**src/rtl/mixed_apb_cmd_master.sv**
```systemverilog
// Valid/ready command to single APB transfer bridge, one transfer outstanding at a time.
// Optional ACCESS-phase timeout abort when MIXED_APB_MASTER_TIMEOUT_EN is defined.
module mixed_apb_cmd_master #(
    parameter int unsigned ADDR_W         = 32,
    parameter int unsigned DATA_W         = 32,
    parameter int unsigned TIMEOUT_CYCLES = 256
) (
    input  logic              clk,
    input  logic              rst_n,
    input  logic              cmd_valid,
    output logic              cmd_ready,
    input  logic              cmd_write,
    input  logic [ADDR_W-1:0] cmd_addr,
    input  logic [DATA_W-1:0] cmd_wdata,
    output logic              rsp_valid,
    input  logic              rsp_ready,
    output logic [DATA_W-1:0] rsp_rdata,
    output logic              rsp_err,
    output logic              busy,
    output logic [ADDR_W-1:0] cpu_main_paddr,
    output logic              cpu_main_psel,
    output logic              cpu_main_penable,
    output logic              cpu_main_pwrite,
    output logic [DATA_W-1:0] cpu_main_pwdata,
    input  logic              cpu_main_pready,
    input  logic [DATA_W-1:0] cpu_main_prdata,
    input  logic              cpu_main_pslverr
);

    localparam logic [1:0] ST_IDLE   = 2'd0;
    localparam logic [1:0] ST_SETUP  = 2'd1;
    localparam logic [1:0] ST_ACCESS = 2'd2;
    localparam logic [1:0] ST_RESP   = 2'd3;

    logic [1:0] state_q;

    // Gated with rst_n so no command is taken while reset is held.
    assign cmd_ready = rst_n && (state_q == ST_IDLE);

`ifdef MIXED_APB_MASTER_TIMEOUT_EN
    localparam int unsigned CNT_W = $clog2(TIMEOUT_CYCLES + 1);
    logic [CNT_W-1:0] cnt_q;

    always_ff @(posedge clk or negedge rst_n) begin
        if (!rst_n) begin
            cnt_q <= '0;
        end else if (state_q == ST_SETUP) begin
            cnt_q <= '0;
        end else if (state_q == ST_ACCESS && !cpu_main_pready) begin
            cnt_q <= cnt_q + CNT_W'(1);
        end
    end

    // The counter reaches TIMEOUT_CYCLES on the edge that ends the last allowed wait cycle.
    logic timeout;
    assign timeout = !cpu_main_pready && (cnt_q == CNT_W'(TIMEOUT_CYCLES - 1));
`else
    logic timeout;
    assign timeout = 1'b0;
`endif

    always_ff @(posedge clk or negedge rst_n) begin
        if (!rst_n) begin
            state_q          <= ST_IDLE;
            busy             <= 1'b0;
            rsp_valid        <= 1'b0;
            rsp_rdata        <= '0;
            rsp_err          <= 1'b0;
            cpu_main_paddr   <= '0;
            cpu_main_psel    <= 1'b0;
            cpu_main_penable <= 1'b0;
            cpu_main_pwrite  <= 1'b0;
            cpu_main_pwdata  <= '0;
        end else begin
            case (state_q)
                ST_IDLE: begin
                    if (cmd_valid) begin
                        cpu_main_paddr  <= cmd_addr;
                        cpu_main_pwrite <= cmd_write;
                        cpu_main_pwdata <= cmd_write ? cmd_wdata : '0;
                        cpu_main_psel   <= 1'b1;
                        busy            <= 1'b1;
                        state_q         <= ST_SETUP;
                    end
                end
                ST_SETUP: begin
                    cpu_main_penable <= 1'b1;
                    state_q          <= ST_ACCESS;
                end
                ST_ACCESS: begin
                    if (cpu_main_pready) begin
                        rsp_rdata        <= cpu_main_pwrite ? '0 : cpu_main_prdata;
                        rsp_err          <= cpu_main_pslverr;
                        rsp_valid        <= 1'b1;
                        cpu_main_psel    <= 1'b0;
                        cpu_main_penable <= 1'b0;
                        state_q          <= ST_RESP;
                    end else if (timeout) begin
                        rsp_rdata        <= DATA_W'(32'hDEAD_BEEF);
                        rsp_err          <= 1'b1;
                        rsp_valid        <= 1'b1;
                        cpu_main_psel    <= 1'b0;
                        cpu_main_penable <= 1'b0;
                        state_q          <= ST_RESP;
                    end
                end
                ST_RESP: begin
                    if (rsp_ready) begin
                        rsp_valid <= 1'b0;
                        busy      <= 1'b0;
                        state_q   <= ST_IDLE;
                    end
                end
            endcase
        end
    end

endmodule

```
**config.mk**
```make
export PLATFORM = sky130hd
export DESIGN_NAME = mixed_apb_cmd_master
export DESIGN_NICKNAME = d
export VERILOG_FILES = /design/src/rtl/mixed_apb_cmd_master.sv
export SDC_FILE = /design/constraint.sdc
export NUM_CORES = 1
export LEC_CHECK = 0
export ABC_AREA = 1
export CAP_MARGIN = 0
export CORE_MARGIN = 2
export CORE_UTILIZATION = 35
export DETAILED_ROUTE_END_ITERATION = 10
export GPL_TIMING_DRIVEN = 0
export HOLD_SLACK_MARGIN = 0.06
export PLACE_DENSITY = 0.71
export SETUP_SLACK_MARGIN = 0.05
export SLEW_MARGIN = 5
export SYNTH_ARGS = -nofsm -noshare
export SYNTH_HDL_FRONTEND = slang
export SYNTH_SLANG_ARGS = --single-unit
```
**constraint.sdc**
```tcl
create_clock -name clk -period 2.27 [get_ports clk]
set_input_delay 0.454 -clock clk [delete_from_list [all_inputs] [get_ports clk]]
set_output_delay 0.454 -clock clk [all_outputs]
set_load 0.02 [all_outputs]
```
==> reports/qor.txt <==
Power consumption: 9.11 mW
Max Freq: 490 MHz
Clk slew on worst S/H paths: 0.06 ns
Synth Register Bits: 104
Antenna Nets Post-Route: 0
Largest net degree at the start of global routing: 54
Worst Setup End Kind: output pin
Xor/xnor share of the synthesized area: 0
Peak supply drop: 0.000513 V
Antenna diodes: 0
Post-synth EDFFs: 0
Total wire length: 12,600 microns
Unrepaired setup endpoints after global routing: no
Most frequent CP cell: inv_1
Total clock sinks: 104
Worst-Margin Slew: 0.455 ns
Compound-cell area share of the yosys netlist: 0.0824
Initial antenna violation count: 0
Final Critical Period: 2.04 ns
Synth Flop Type: dfrtp_1
CP arrival: 1.59 ns
Filler cells: 1,093
Clock Latency Late Sink: 0.33 ns
Reg2Reg Depth: 7
Power Density: 1350 nW/um^2
Vias: 3,891
Die height: 114 microns
Final period util: 0.899
CP cell instances: inv_1 -> ha_2 -> nand2_1 -> inv_1 -> dlygate4sd2_1
Clk root buf: clkbuf_16
Mean post-synth cell area: 8.96 sq um
Area growth, synth to finish: 60.4%
Gpl congestion: 0.805
Initial core utilization: 0.354
Levels on crit path: 5
Slowest cell delay on critical path: 0.43 ns
Area of the mapped netlist: 4220 sq um
CP Max Fanout: 5
Die ar.: 13,000 sq um
CP required: 1.82 ns
IO buf count: 204
GRT Total Usage: 0.193
Final hold violations: 0
Area occupied by multi-input gates: 1380 sq um
Synth area leader: dfrtp_1
Avg Vias per Cell: 4.64
Setup repair bufs after CTS: 0
Vias in the first global route: 4,008
Max Clock Skew: 0.00497 ns
First-pass GRT wire length: 19,800 microns
Die Wd: 114 microns
H-tree Lvls: 3
Slew Viols, Final: 0
First-pass DRT Iterations: 4
DP Wirelength: 9630 microns
DRC: 0
Core Area: 11,900 sq um
Ys async rst share: 1.00
Placed Instance Area: 6470 sq um
Starting DRC count in detailed routing: 167
I/O pin count: 206
Leakage: 3.19 nW
CTS tree: yes
Adder-cell area share of the yosys netlist: 0.0178
Final setup vio count: 0
Share of cells above drive strength 1: 0.0593
Post-Syn Instances: 471
Main combinational cell family by area after synthesis: simple AND/OR/NAND/NOR gates
Fin nets: 797
Mux contribution to synthesized area: 0
Worst Setup Start Kind: register
Crit path kind: reg -> out
Sequential cell area: 2600 sq um
Slowest-stage cell, CP: dfrtp_1
Status: completed
Yosys cell types: 18
Total CTS buffers: 9
Synth area leaders: dfrtp_1 (62%), nand2_1 (22%), o21ai_0 (6.8%)
Bufs and invs on worst path: 3
Synth warn: 0
Final Cell Area: 6770 sq um
Site row count: 40
Sequential area share after synthesis: 0.617
Max_cap viols: 0
Net count after synthesis: 580
CP top delay family: buffers and inverters
Slew headroom: 0.697
Maximum root-to-sink buffer count: 2
Top cell type's share of synthesized area: 0.617
Wire length per cell: 15.1 microns
Hold Path Class: in -> async
Total gr overflow: 0
Post-synthesis simple-gate area fraction: 0.227
==> power by group <==
part | total [mW] | internal (mW) | switching (mW)
logic | 4.58 | 2.10 | 2.47
clock network | 1.38 | 0.761 | 0.618
registers | 3.15 | 2.67 | 0.479
==> metrics by stage <==
stage	utilization	std cells	hold slack, ns	TNS [ns]	setup WS [ns]
floorplan	-	471	0.158	0	0.886
global placement	0.541	822	0.458	-333.06	-3.45
detailed placement	0.543	823	0.466	-0.365	-0.365
CTS	0.568	838	0.0821	0	0.221
global route	0.568	838	0.0803	0	0.133
finish	0.568	838	0.0669	0	0.228
==> sequential cells by signal, summed over array words and instances, names as in the netlist <==
name,cells
rsp_err,1
rsp_rdata,32
state_q,2
cpu_main_penable,1
cpu_main_psel,1
cpu_main_paddr,32
rsp_valid,1
busy,1
cpu_main_pwdata,32
cpu_main_pwrite,1
==> cell usage in the layout, fill, tap and decap left out <==
cell,n
buf_4,3
buf_6,8
buf_2,11
clkbuf_1,6
inv_2,1
dlygate4sd2_1,1
ha_2,1
nand4_1,2
nand3_1,3
buf_16,2
o211ai_1,1
nor2_1,2
buf_12,1
clkbuf_2,2
ha_1,5
clkbuf_16,9
clkbuf_8,1
o21ai_1,8
dfrtp_1,104
nand2_2,1
o21ai_0,57
a21oi_1,3
clkdlybuf4s50_1,202
inv_1,12
clkinv_2,1
nand2_1,244
==> synth_stat cells, types with 2 or more instances <==
library cell,n
a21oi_1,3
buf_2,11
buf_4,3
buf_6,8
clkbuf_1,3
clkbuf_2,2
dfrtp_1,104
ha_1,6
inv_1,12
nand2_1,244
nand3_1,3
nand4_1,2
nor2_1,2
o21ai_0,57
o21ai_1,8
==> final cells by class <==
cell class,count,share of cell area
Sequential cell,104,0.385
Multi-Input combinational cell,327,0.204
Buffer,27,0.0279
Tap cell,147,0.0272
Inverter,13,0.00721
Clock inverter,1,0.000740
Clock buffer,13,0.0370
Timing Repair Buffer,206,0.311
==> what timing repair did <==
action	CTS	global route
setup endpoints to repair	1	0
endpoints found under the hold margin	53	0
gates resized for setup	5	0
hold buffers	1	0
==> routing by layer <==
layer	vias up	global-route usage	share of wire
li1	1903	-	-
met1	1820	0.243	0.41
met2	154	0.335	0.50
met3	14	0.0430	0.071
met4	0	0.0545	0.014
met5	-	0	0
==> path summary, 6_finish.rpt <==
path	from	endpoint	slack, ns
max	state_q[1]	cmd_ready	0.23
min in group clk	cmd_write	cpu_main_pwdata[1]	0.41
min reg2reg	cpu_main_paddr[30]	cpu_main_paddr[30]	0.48
min	rst_n	rsp_rdata[15]	0.07
max reg2reg	state_q[0]	rsp_rdata[5]	0.64
max in group asynchronous	rst_n	cpu_main_pwdata[24]	1.95
==> logic make-up after synthesis <==
family	Yosys count
adder cells (fa/ha/maj)	6
flip-flops	104
AO/OA/AOI/OAI	69
AND/OR/NAND/NOR	252
buffers and inverters	40
Note: power is estimated with default switching activity, not from simulation.
